`config.mk`:
```
export PLATFORM = sky130hd
export DESIGN_NAME = lc3_regfile_sb
export DESIGN_NICKNAME = d
export VERILOG_FILES = /design/src/rtl/lc3_regfile_sb_pkg.sv /design/src/rtl/lc3_regfile_sb_scoreboard.sv /design/src/rtl/lc3_regfile_sb.sv
export SDC_FILE = /design/constraint.sdc
export NUM_CORES = 1
export LEC_CHECK = 0
export BUFFER_PORTS_ARGS = -buffer_cell sky130_fd_sc_hd__buf_4
export CELL_PAD_IN_SITES_DETAIL_PLACEMENT = 1
export CELL_PAD_IN_SITES_GLOBAL_PLACEMENT = 2
export CORE_ASPECT_RATIO = 0.5
export CORE_MARGIN = 2
export CORE_UTILIZATION = 42
export CTS_CLUSTER_SIZE = 40
export DETAILED_ROUTE_END_ITERATION = 10
export PLACE_DENSITY = 0.95
export SLEW_MARGIN = 20
export SYNTH_ARGS = -nofsm -noshare
export SYNTH_HDL_FRONTEND = slang
export SYNTH_HIERARCHICAL = 1
export SYNTH_SLANG_ARGS = --single-unit
```
`constraint.sdc`:
```
create_clock -name Clk -period 3.1 [get_ports Clk]
set_input_delay 0.31 -clock Clk [delete_from_list [all_inputs] [get_ports Clk]]
set_output_delay 0.31 -clock Clk [all_outputs]
set_load 0.02 [all_outputs]
```
`src/rtl/lc3_regfile_sb_pkg.sv`:
```
// Shared condition-code encodings and the NZP derivation used on every write-back.
// Pure declarations; no clocked logic lives here.
package lc3_rf_pkg;

    localparam logic [2:0] NZP_N     = 3'b100;
    localparam logic [2:0] NZP_Z     = 3'b010;
    localparam logic [2:0] NZP_P     = 3'b001;
    localparam logic [2:0] NZP_RESET = NZP_Z;

    // Width-independent: the caller supplies the sign bit and the all-zero flag.
    function automatic logic [2:0] calc_nzp(input logic sign, input logic zero);
        if (zero) begin
            return NZP_Z;
        end else if (sign) begin
            return NZP_N;
        end
        return NZP_P;
    endfunction

endpackage

```
`src/rtl/lc3_regfile_sb_scoreboard.sv`:
```
// Per-register busy scoreboard: issue_ready is combinational, busy updates on the next edge.
// A claim stalls while its destination is busy unless that register retires in the same cycle.
module rf_scoreboard #(
    parameter int NUM_REGS = 8,
    parameter int AW       = $clog2(NUM_REGS)
) (
    input  logic                Clk,
    input  logic                Reset,
    input  logic                issue_valid,
    input  logic [AW-1:0]       issue_dst,
    input  logic                wb_valid,
    input  logic [AW-1:0]       wb_addr,
    output logic                issue_ready,
    output logic [NUM_REGS-1:0] busy,
    output logic                wb_unexpected
);

    logic [NUM_REGS-1:0] busy_q, busy_d;
    logic                unexp_q, unexp_d;

    always_comb begin
        issue_ready = issue_valid &&
                      (!busy_q[issue_dst] || (wb_valid && (wb_addr == issue_dst)));
        busy_d  = busy_q;
        unexp_d = unexp_q;
        if (wb_valid) begin
            busy_d[wb_addr] = 1'b0;
            if (!busy_q[wb_addr]) begin
                unexp_d = 1'b1;
            end
        end
        // Applied after the clear so a same-cycle claim leaves the register busy.
        if (issue_ready) begin
            busy_d[issue_dst] = 1'b1;
        end
    end

    always_ff @(posedge Clk) begin
        if (!Reset) begin
            busy_q  <= '0;
            unexp_q <= 1'b0;
        end else begin
            busy_q  <= busy_d;
            unexp_q <= unexp_d;
        end
    end

    assign busy          = busy_q;
    assign wb_unexpected = unexp_q;

endmodule

```
`src/rtl/lc3_regfile_sb.sv`:
```
// LC-3 register file: two zero-latency read ports with optional write-back bypass, NZP register.
// Write-back is never stalled; issue claims are gated by the scoreboard's issue_ready.
module lc3_regfile_sb
    import lc3_rf_pkg::*;
#(
    parameter int WIDTH    = 16,
    parameter int NUM_REGS = 8,
    parameter int AW       = $clog2(NUM_REGS),
    parameter int BYPASS   = 1
) (
    input  logic             Clk,
    input  logic             Reset,
    input  logic [AW-1:0]    rd_addr_a,
    input  logic [AW-1:0]    rd_addr_b,
    output logic [WIDTH-1:0] rd_data_a,
    output logic [WIDTH-1:0] rd_data_b,
    output logic             rd_busy_a,
    output logic             rd_busy_b,
    input  logic             issue_valid,
    input  logic [AW-1:0]    issue_dst,
    output logic             issue_ready,
    input  logic             wb_valid,
    input  logic [AW-1:0]    wb_addr,
    input  logic [WIDTH-1:0] wb_data,
    output logic [2:0]       nzp,
    output logic             wb_unexpected
);

    logic [WIDTH-1:0]    regs_q [NUM_REGS];
    logic [WIDTH-1:0]    regs_d [NUM_REGS];
    logic [2:0]          nzp_q, nzp_d;
    logic [NUM_REGS-1:0] busy;

    rf_scoreboard #(
        .NUM_REGS (NUM_REGS),
        .AW       (AW)
    ) u_sb (
        .Clk           (Clk),
        .Reset         (Reset),
        .issue_valid   (issue_valid),
        .issue_dst     (issue_dst),
        .wb_valid      (wb_valid),
        .wb_addr       (wb_addr),
        .issue_ready   (issue_ready),
        .busy          (busy),
        .wb_unexpected (wb_unexpected)
    );

    always_comb begin
        regs_d = regs_q;
        nzp_d  = nzp_q;
        if (wb_valid) begin
            regs_d[wb_addr] = wb_data;
            nzp_d           = calc_nzp(wb_data[WIDTH-1], wb_data == '0);
        end
    end

    always_ff @(posedge Clk) begin
        if (!Reset) begin
            for (int i = 0; i < NUM_REGS; i++) begin
                regs_q[i] <= '0;
            end
            nzp_q <= NZP_RESET;
        end else begin
            regs_q <= regs_d;
            nzp_q  <= nzp_d;
        end
    end

    // A forwarded operand is by definition no longer pending.
    always_comb begin
        rd_data_a = regs_q[rd_addr_a];
        rd_busy_a = busy[rd_addr_a];
        rd_data_b = regs_q[rd_addr_b];
        rd_busy_b = busy[rd_addr_b];
        if ((BYPASS != 0) && wb_valid && (wb_addr == rd_addr_a)) begin
            rd_data_a = wb_data;
            rd_busy_a = 1'b0;
        end
        if ((BYPASS != 0) && wb_valid && (wb_addr == rd_addr_b)) begin
            rd_data_b = wb_data;
            rd_busy_b = 1'b0;
        end
    end

    assign nzp = nzp_q;

endmodule
```
==> out/qor.txt, run 1 <==
Vias - 7028
critical path arrival - 2.19 ns
GRT Util Overall - 27.67%
origin of the critical flop-to-flop path - u_sb/busy[3]
Fin Setup TNS - 0 ns
Die Y - 102.6 um
Initial DRT Pass Iterations - 5
Post-Syn Area - 0.008172 sq mm
DR DRC count - 0
IR drop worst, VDD - 0.0003523 V
reg-to-reg critical path endpoint - u_sb/busy[0]
predominant post-synthesis flop cell - dfxtp_1
fin nets - 887
first-pass GRT wire length - 42660 um
endpoint class of the critical path - primary output
CP max-delay cell - mux4_1
Max-slew headroom - 28.74%
required time worst endpoint - 2.79 ns
static leakage power - 3.698 nW
Post-synth EDFFs - 0
DIE WIDTH - 201.3 um
vias in the first global route - 7180
die area - 0.02066 sq mm
pin count of the biggest net entering global routing - 87
Clock transition at path regs - 0.06 ns
power share of the combinational group - 12.4%
Synth area leader - dfxtp_1
RSZ-0062 raised after global routing - false
Yosys reg bits - 140
total routed wirelength - 28050 um
warnings from Yosys - 6
post-route ant nets - 0
Slew Viols, Final - 0
clock period minus worst slack - 2.499 ns
setup violators final - 0
initial DRC count - 638
Row Count - 35
GR Overflow Total - 0
cell depth of the worst flop-to-flop path - 4
Root Driver - clkbuf_16
post-CTS sizing - 0
hold_ws - 0.1743 ns
Hold Vio Cnt, Final - 0
worst min path class - in2reg
Critical Path Sink - rd_data_b[6]
TritonCTS buffer count - 17
# diodes - 0
Post-Syn Nets - 867
Internal Power - 3.433 mW
hold path cells - 2
R2R Setup Slk - 1.37 ns
top cells by area in the synthesized netlist - dfxtp_1 34%, mux4_1 17%, nand2_1 12%, a21oi_1 7.9%, mux2_2 6.8%
drt wl/cell - 24.89 um
status - finished clean
Clock Skews - 0.005162 ns
# fillers - 2128
clock sink count - 140
Max Cap Violations - 0
Placed Instances - 1095
Post-DP HPWL - 17170 um
Max Clk Rate - 400.2 MHz
Setup crit start - rd_addr_b[0]
CTS Hold Buffers Added - 0
dpl ws - 0.6205 ns
startpoint types - primary input
Worst Path Class, Setup - in2out
Initial Util - 43.60%
critical path, cell by cell - buf_4 -> mux4_1 -> mux2_2 -> mux2_4 -> buf_4
synth unique cells - 41
period utilisation layout - 80.60%
power per cell area - 499.8 mW/mm^2
cell mode on critical path - buf_4
sequential fraction of the synthesis area - 34.30%
Boundary Pins - 71
later-pin clock latency in the skew report - 0.43 ns
gpl congestion - 0.8428
initial antenna violation count - 0
setup bufs post-CTS - 0
critical path's largest stage delay - 0.65 ns
FFs w/ async S/R, synth - 0%
worst-path fanout max - 35
Switch Pwr - 1.245 mW
P&R area growth vs syn - 14.53%
Final WS setup - 0.6014 ns
Worst-Margin Slew - 1.069 ns
CTS tree - built
Synth Area per Inst - 9.786 sq um
top-area cell type share of the netlist area - 34.30%
final cell count without fillers - 1127
Syn Inst Count - 835
via/cell ratio - 6.236
H-tree depth - 4
Clock Path Buffers - 2
part of the power in registers - 40.1%
sw frac - 26.61%
Core Region - 0.01874 sq mm
layout cell share with drive strength beyond 1 - 24.31%
port bufs - 70
clock share of power - 47.5%
[power by group through the flow]
stage / sequential (mW) / combinational (mW) / clock (mW)
6_report: 1.88 / 0.579 / 2.22
3_5_place_dp: 1.91 / 0.570 / 0
5_1_grt: 1.88 / 0.612 / 2.32
3_3_place_gp: 1.91 / 0.555 / 0
2_1_floorplan: 1.90 / 0.386 / 0
4_1_cts: 1.87 / 0.575 / 2.25
[flip-flops by register name, summed over array words and instances, names as in the netlist]
name and cells:
regs_q 128, u_sb/busy 8, nzp 3, u_sb/wb_unexpected 1
[cell usage after synthesis, drive strengths merged, types with 4 or more instances]
| library cell | instances |
|---|---|
| nor2b | 5 |
| mux2 | 66 |
| clkbuf | 52 |
| nand2 | 263 |
| mux4 | 71 |
| mux2i | 6 |
| xnor2 | 9 |
| a21oi | 129 |
| o211ai | 6 |
| nand3 | 4 |
| nand4 | 4 |
| o21ai | 8 |
| dfxtp | 140 |
| buf | 35 |
[worst max-delay path, delay by kind of cell]
| kind | cells | cell delay [ns] |
|---|---|---|
| buf+inv | 2 | 0.64 |
| mux | 3 | 1.20 |
[worst min path at each step]
stage                start          end  slack, ns
2_1_floorplan        Reset       nzp[1]       0.39
3_3_place_gp   regs_q[118]  regs_q[118]       0.45
3_5_place_dp    regs_q[41]   regs_q[41]       0.46
4_1_cts              Reset       nzp[1]       0.17
5_1_grt              Reset       nzp[1]       0.19
6_report             Reset       nzp[1]       0.17
[layer usage]
| metal | up-vias | track usage, % | routed length, um |
|---|---|---|---|
| met3 | 59 | 6.290 | 2100 |
| met5 | - | 0 | 0 |
| li1 | 3045 | - | - |
| met1 | 3616 | 35.49 | 12310 |
| met2 | 308 | 46.90 | 12930 |
| met4 | 0 | 9.842 | 709 |
[logic make-up after synthesis]
| logic type | share of synthesized area (%) |
|---|---|
| simple gates | 16.14 |
| buf+inv | 6.201 |
| xor+xnor | 0.9647 |
| mux | 32.66 |
| compound gates | 9.738 |
| flops | 34.30 |
[area by class of cell]
| type | instances | area (sq um) | area share [%] |
|---|---|---|---|
| multi-input combinational | 605 | 4907 | 52.43 |
| sequential | 140 | 2803 | 29.95 |
| timing repair buffer | 89 | 693.2 | 7.406 |
| clock buffer | 19 | 432.9 | 4.626 |
| tap | 259 | 324.1 | 3.463 |
| clock inverter | 13 | 190.2 | 2.032 |
| inverter | 2 | 8.758 | 0.09358 |
[placed cells by master (no fill, tap or decap), types with 4 or more instances in the layout]
master     instances
o21ai_0            8
mux2i_1            6
mux2_4            17
bufinv_16          4
mux2_2            49
mux4_2            17
clkbuf_16         17
nand2_1          263
buf_4             87
nor2b_1            5
xnor2_1            9
a21oi_1          129
mux4_1            54
o211ai_1           6
dfxtp_1          140
nand3_1            4
clkinv_4           4
[per-stage QoR]
stage / instance area [sq um] / utilization (%) / total power, mW
after detailed placement: 8736 / 46.61 / 2.484
after global routing: 9359 / 49.93 / 4.810
after floorplan: 8172 / - / 2.290
final: 9359 / 49.93 / 4.678
after global placement: 8736 / 46.61 / 2.465
after CTS: 9359 / 49.93 / 4.695
No activity file was read; power rests on OpenSTA's default activity.
==> inputs of run 2 (changes only) <==
--- a/config.mk
+++ b/config.mk
@@ -5,15 +5,16 @@
 export SDC_FILE = /design/constraint.sdc
 export NUM_CORES = 1
 export LEC_CHECK = 0
+export ABC_AREA = 1
 export BUFFER_PORTS_ARGS = -buffer_cell sky130_fd_sc_hd__buf_4
 export CELL_PAD_IN_SITES_DETAIL_PLACEMENT = 1
 export CELL_PAD_IN_SITES_GLOBAL_PLACEMENT = 2
 export CORE_ASPECT_RATIO = 0.5
 export CORE_MARGIN = 2
-export CORE_UTILIZATION = 42
+export CORE_UTILIZATION = 33
 export CTS_CLUSTER_SIZE = 40
 export DETAILED_ROUTE_END_ITERATION = 10
-export PLACE_DENSITY = 0.95
+export PLACE_DENSITY = 0.9
 export SLEW_MARGIN = 20
 export SYNTH_ARGS = -nofsm -noshare
 export SYNTH_HDL_FRONTEND = slang
==> constraint.sdc (replaced) <==
create_clock -name Clk -period 2.5 [get_ports Clk]
set_input_delay 0.25 -clock Clk [delete_from_list [all_inputs] [get_ports Clk]]
set_output_delay 0.25 -clock Clk [all_outputs]
set_load 0.02 [all_outputs]
==> out/qor.txt, run 2 <==
footprint of the multi-input gates - 0.004454 sq mm
Clock Path Buffers - 2
period utilisation layout - 78.88%
Placed Area - 0.009050 sq mm
initial antenna violation count - 0
Fin Setup TNS - 0 ns
pin count of the biggest net entering global routing - 98
drt wl/cell - 20.19 um
sequential fraction of the synthesis area - 32.53%
Synth Area per Inst - 6.206 sq um
Post-synth EDFFs - 0
vias in the first global route - 9605
Max Cap Violations - 0
Register Area - 0.002803 sq mm
critical path, cell by cell - buf_4 -> inv_2 -> buf_4 -> nand2_1 -> nand3_1 -> nand3_1 -> nand3_1 -> nand2_1 -> buf_4
CTS tree - built
Hold Vio Cnt, Final - 0
critical path arrival - 1.72 ns
warnings from Yosys - 6
total routed wirelength - 35140 um
power consumption - 6.077 mW
endpoint class of the critical path - primary output
first-pass GRT wire length - 54650 um
DIE WIDTH - 232.5 um
most common cell in the synthesized netlist - nand2_1
Core Region - 0.02544 sq mm
static leakage power - 4.435 nW
H-tree depth - 4
Initial DRT Pass Iterations - 4
setup violators final - 0
GR Overflow Total - 0
Clock Skews - 0.005050 ns
Vias - 9449
Hold Crit Start - issue_valid
Initial Util - 33.86%
gpl congestion - 0.8593
startpoint types - primary input
Yosys reg bits - 140
worst-path fanout max - 32
WP buf/inv - 4
initial DRC count - 770
DR DRC count - 0
most frequent cells in the layout - 366 x nand2_1, 240 x nand3_1, 154 x inv_1, 140 x a21oi_1, 140 x dfxtp_1
status - finished clean
post-route ant nets - 0
Setup crit start - rd_addr_a[0]
via/cell ratio - 5.427
layout cell share with drive strength beyond 1 - 11.31%
Post-DP HPWL - 22560 um
Max-slew headroom - 43.07%
cell class contributing the biggest share of worst-path delay - buffers and inverters
top cells by count, synth - 366 x nand2_1, 240 x nand3_1, 154 x inv_1
Syn Inst Count - 1388
origin of the critical flop-to-flop path - u_sb/busy[1]
FFs w/ async S/R, synth - 0%
Worst Path Class, Setup - in2out
R2R Setup Slk - 1.28 ns
hold_ws - 0.1435 ns
reg-to-reg critical path endpoint - u_sb/busy[1]
top-area cell type share of the netlist area - 32.53%
Synth area leader - dfxtp_1
TritonCTS buffer count - 17
Largest Register - regs_q
# diodes - 0
Post-Syn Nets - 1420
port bufs - 70
# fillers - 3380
critical path's largest stage delay - 0.40 ns
Boundary Pins - 71
Clock transition at path regs - 0.06 ns
top cells by area in the synthesized netlist - dfxtp_1 33%, nand2_1 16%, nand3_1 14%, a21oi_1 8.1%, inv_1 6.7%
Die Y - 118.2 um
fin nets - 1416
Slew Viols, Final - 0
Levels on crit path - 9
GRT Util Overall - 25.85%
cell depth of the worst flop-to-flop path - 9
synth unique cells - 30
Largest register FFs - 128
P&R area growth vs syn - 11.43%
later-pin clock latency in the skew report - 0.44 ns
Row Count - 41
predominant post-synthesis flop cell - dfxtp_1
post-CTS sizing - 0
hold path cells - 3
Worst-Margin Slew - 0.8509 ns
post-route cell area - 0.009599 sq mm
Max Clk Rate - 507.1 MHz
IR drop worst, VDD - 0.0005048 V
clock period minus worst slack - 1.972 ns
die area - 0.02749 sq mm
power per cell area - 633.1 mW/mm^2
setup bufs post-CTS - 0
Post-Syn Area - 0.008615 sq mm
RSZ-0062 raised after global routing - false
CTS Hold Buffers Added - 0
clock sink count - 140
worst min path class - in2reg
required time worst endpoint - 2.25 ns
Critical Path Sink - rd_data_a[10]
CP max-delay cell - buf_4
commonest non-fill, non-tap cell in the layout - nand2_1
Root Driver - clkbuf_16
-- run 2: cell count changes after synthesis, sizes merged, moves of 11 or more --
cell / delta
nand2: +117
nand3: +236
mux2: -66
nor2: +39
buf: +40
o21ai: +141
inv: +167
mux4: -71
clkbuf: -16
a21oi: +11
-- run 2: layer usage --
layer / global-route usage [%] / up-vias / routed length (um)
met1: 35.18 / 4712 / 16770
met4: 6.608 / 0 / 498
met5: 0 / - / 0
li1: - / 4460 / -
met3: 5.405 / 46 / 2016
met2: 41.44 / 231 / 15860
-- run 2: stage by stage --
step	util, %	worst slack, ns	std cells
after floorplan	-	0.9844	1388
after global placement	35.57	0.5986	1709
after detailed placement	35.57	0.5726	1709
after CTS	37.73	0.5662	1741
after global routing	37.73	0.4529	1741
final	37.73	0.5279	1741
-- run 2: final cells by class --
| cell class | instances | area share [%] |
|---|---|---|
| Multi-Input combinational cell | 966 | 46.40 |
| Sequential cell | 140 | 29.20 |
| Clock buffer | 25 | 5.057 |
| Inverter | 171 | 6.791 |
| Clock inverter | 7 | 0.6648 |
| Tap cell | 344 | 4.484 |
| Timing Repair Buffer | 88 | 7.404 |
-- run 2: logic make-up (layout without fill, tap and decap cells) --
family | Yosys count | count (layout) | synth area share, %
AOI/OAI and AO/OA | 292 | 292 | 17.27
xor gates and xnor gates | 1 | 1 | 0.1017
buffers and inverters | 282 | 291 | 15.76
DFF | 140 | 140 | 32.53
and+or+nand+nor | 673 | 673 | 34.34
-- run 2: power breakdown --
group	total, mW	internal, mW	switching, mW
Combinational	1.28	0.393	0.886
Clock	2.46	1.44	1.02
Sequential	2.34	2.31	0.0277
-- run 2: worst min path at each step --
stage | end
after floorplan | nzp[0]
after global placement | u_sb/wb_unexpected
after detailed placement | u_sb/wb_unexpected
after CTS | u_sb/busy[7]
after global routing | u_sb/busy[5]
final | u_sb/busy[7]
-- run 2: worst min-delay path, stage by stage --
cell     delay, ns
buf_4         0.15
nand3_1       0.08
a21oi_1       0.05
==> inputs of run 3 (changes only) <==
==> constraint.sdc (replaced) <==
create_clock -name Clk -period 2.05 [get_ports Clk]
set_input_delay 0.205 -clock Clk [delete_from_list [all_inputs] [get_ports Clk]]
set_output_delay 0.205 -clock Clk [all_outputs]
set_load 0.02 [all_outputs]
==> out/qor.txt, run 3 (same netlist as run 2, synthesis figures left out) <==
pin count of the biggest net entering global routing - 127
Final Core Density - 38.27%
clock sink count - 140
Max Clk Rate - 537.6 MHz
footprint of the multi-input gates - 0.004454 sq mm
Post-DP HPWL - 22540 um
TritonCTS buffer count - 17
Largest Register - regs_q
die area - 0.02749 sq mm
DR DRC count - 0
vias in the first global route - 9536
Placed Area - 0.009135 sq mm
setup bufs post-CTS - 0
Root Driver - clkbuf_16
Max-slew headroom - 60.88%
initial DRC count - 643
P&R area growth vs syn - 13.03%
worst-path fanout max - 4
startpoint types - flop
reg-to-reg critical path endpoint - u_sb/busy[1]
layout cell share with drive strength beyond 1 - 11.89%
port bufs - 70
period utilisation layout - 90.74%
post-route ant nets - 0
static leakage power - 4.507 nW
clock period minus worst slack - 1.860 ns
GRT Util Overall - 25.56%
RSZ-0062 raised after global routing - false
Clock transition at path regs - 0.06 ns
IR drop worst, VDD - 0.0006197 V
Core Region - 0.02544 sq mm
gpl congestion - 0.8612
post-CTS sizing - 0
Worst-Margin Slew - 0.5868 ns
GR Overflow Total - 0
Fin Setup TNS - 0 ns
origin of the critical flop-to-flop path - u_sb/busy[0]
# diodes - 0
commonest non-fill, non-tap cell in the layout - nand2_1
power per cell area - 785.6 mW/mm^2
Clock Path Buffers - 2
Boundary Pins - 71
R2R Setup Slk - 0.81 ns
CTS tree - built
drt wl/cell - 19.77 um
Worst Path Class, Setup - reg2out
required time worst endpoint - 1.85 ns
via/cell ratio - 5.391
H-tree depth - 4
Die Y - 118.2 um
Critical Path Sink - rd_busy_a
Setup crit start - u_sb/busy[7]
# fillers - 3350
first-pass GRT wire length - 54010 um
Register Area - 0.002803 sq mm
setup violators final - 0
DIE WIDTH - 232.5 um
initial antenna violation count - 0
Max Cap Violations - 0
CTS Hold Buffers Added - 0
endpoint class of the critical path - primary output
critical path arrival - 1.66 ns
Initial DRT Pass Iterations - 4
total routed wirelength - 34570 um
Largest register FFs - 128
cell depth of the worst flop-to-flop path - 9
later-pin clock latency in the skew report - 0.44 ns
most frequent cells in the layout - 366 x nand2_1, 240 x nand3_1, 154 x inv_1, 140 x a21oi_1, 140 x dfxtp_1
post-route cell area - 0.009737 sq mm
worst min path class - in2reg
Initial Util - 33.86%
Slew Viols, Final - 0
Hold Vio Cnt, Final - 0
fin nets - 1424
Row Count - 41
hold_ws - 0.06840 ns
Vias - 9429
Clock Skews - 0.008402 ns
status - finished clean
## run 3: changes by cell type in the layout (fill, tap and decap cells not counted)
cell / change
buf_12: +2
buf_4: +6
bufinv_16: +1
clkbuf_1: -1
clkbuf_8: +3
clkinv_2: -3
## run 3: through the flow
| stage | total power, mW | instances | setup slack (ns) |
|---|---|---|---|
| final | 7.650 | 1749 | 0.1898 |
| after global routing | 7.990 | 1749 | 0.1337 |
| after CTS | 7.680 | 1749 | 0.2040 |
| after detailed placement | 4.457 | 1717 | 0.2939 |
| after global placement | 4.416 | 1717 | 0.2974 |
| after floorplan | 3.905 | 1388 | 0.6244 |
## run 3: worst min-delay path by stage
stage / startpoint / endpoint / slack (ns) / depth (start not counted)
6_report: Reset / regs_q[127] / 0.07 / 3
5_1_grt: Reset / nzp[2] / 0.06 / 3
4_1_cts: Reset / regs_q[127] / 0.05 / 3
3_5_place_dp: u_sb/wb_unexpected / u_sb/wb_unexpected / 0.45 / 2
3_3_place_gp: u_sb/wb_unexpected / u_sb/wb_unexpected / 0.44 / 2
2_1_floorplan: wb_valid / nzp[0] / 0.37 / 3
## run 3: layout make-up
| class | count | area share (%) |
|---|---|---|
| tap | 344 | 4.420 |
| clock buffer | 27 | 5.371 |
| multi-input combinational | 966 | 45.75 |
| timing repair buffer | 96 | 8.173 |
| inverter | 171 | 6.695 |
| clock inverter | 5 | 0.8096 |
| sequential | 140 | 28.78 |
## run 3: routing by layer
layer / vias to the layer above / global-route usage [%] / part of all wire [%]
li1: 4476 / - / -
met1: 4625 / 35.06 / 48
met2: 271 / 39.42 / 44
met3: 57 / 5.550 / 5.6
met4: 0 / 8.917 / 2.7
met5: - / 0 / 0
## run 3: power by group
part	internal [mW]	total (mW)	switching, mW
combinational	0.493	1.56	1.07
sequential	2.82	2.86	0.0335
clock	1.98	3.23	1.25
total	5.30	7.65	2.35
## run 3: worst max-delay path: stages, from the launching register on
cell     delay [ns]
dfxtp_1        0.40
inv_1          0.10
nand2_1        0.07
nand3_1        0.08
nand3_1        0.10
nand2_1        0.08
nor2_1         0.19
buf_4          0.19
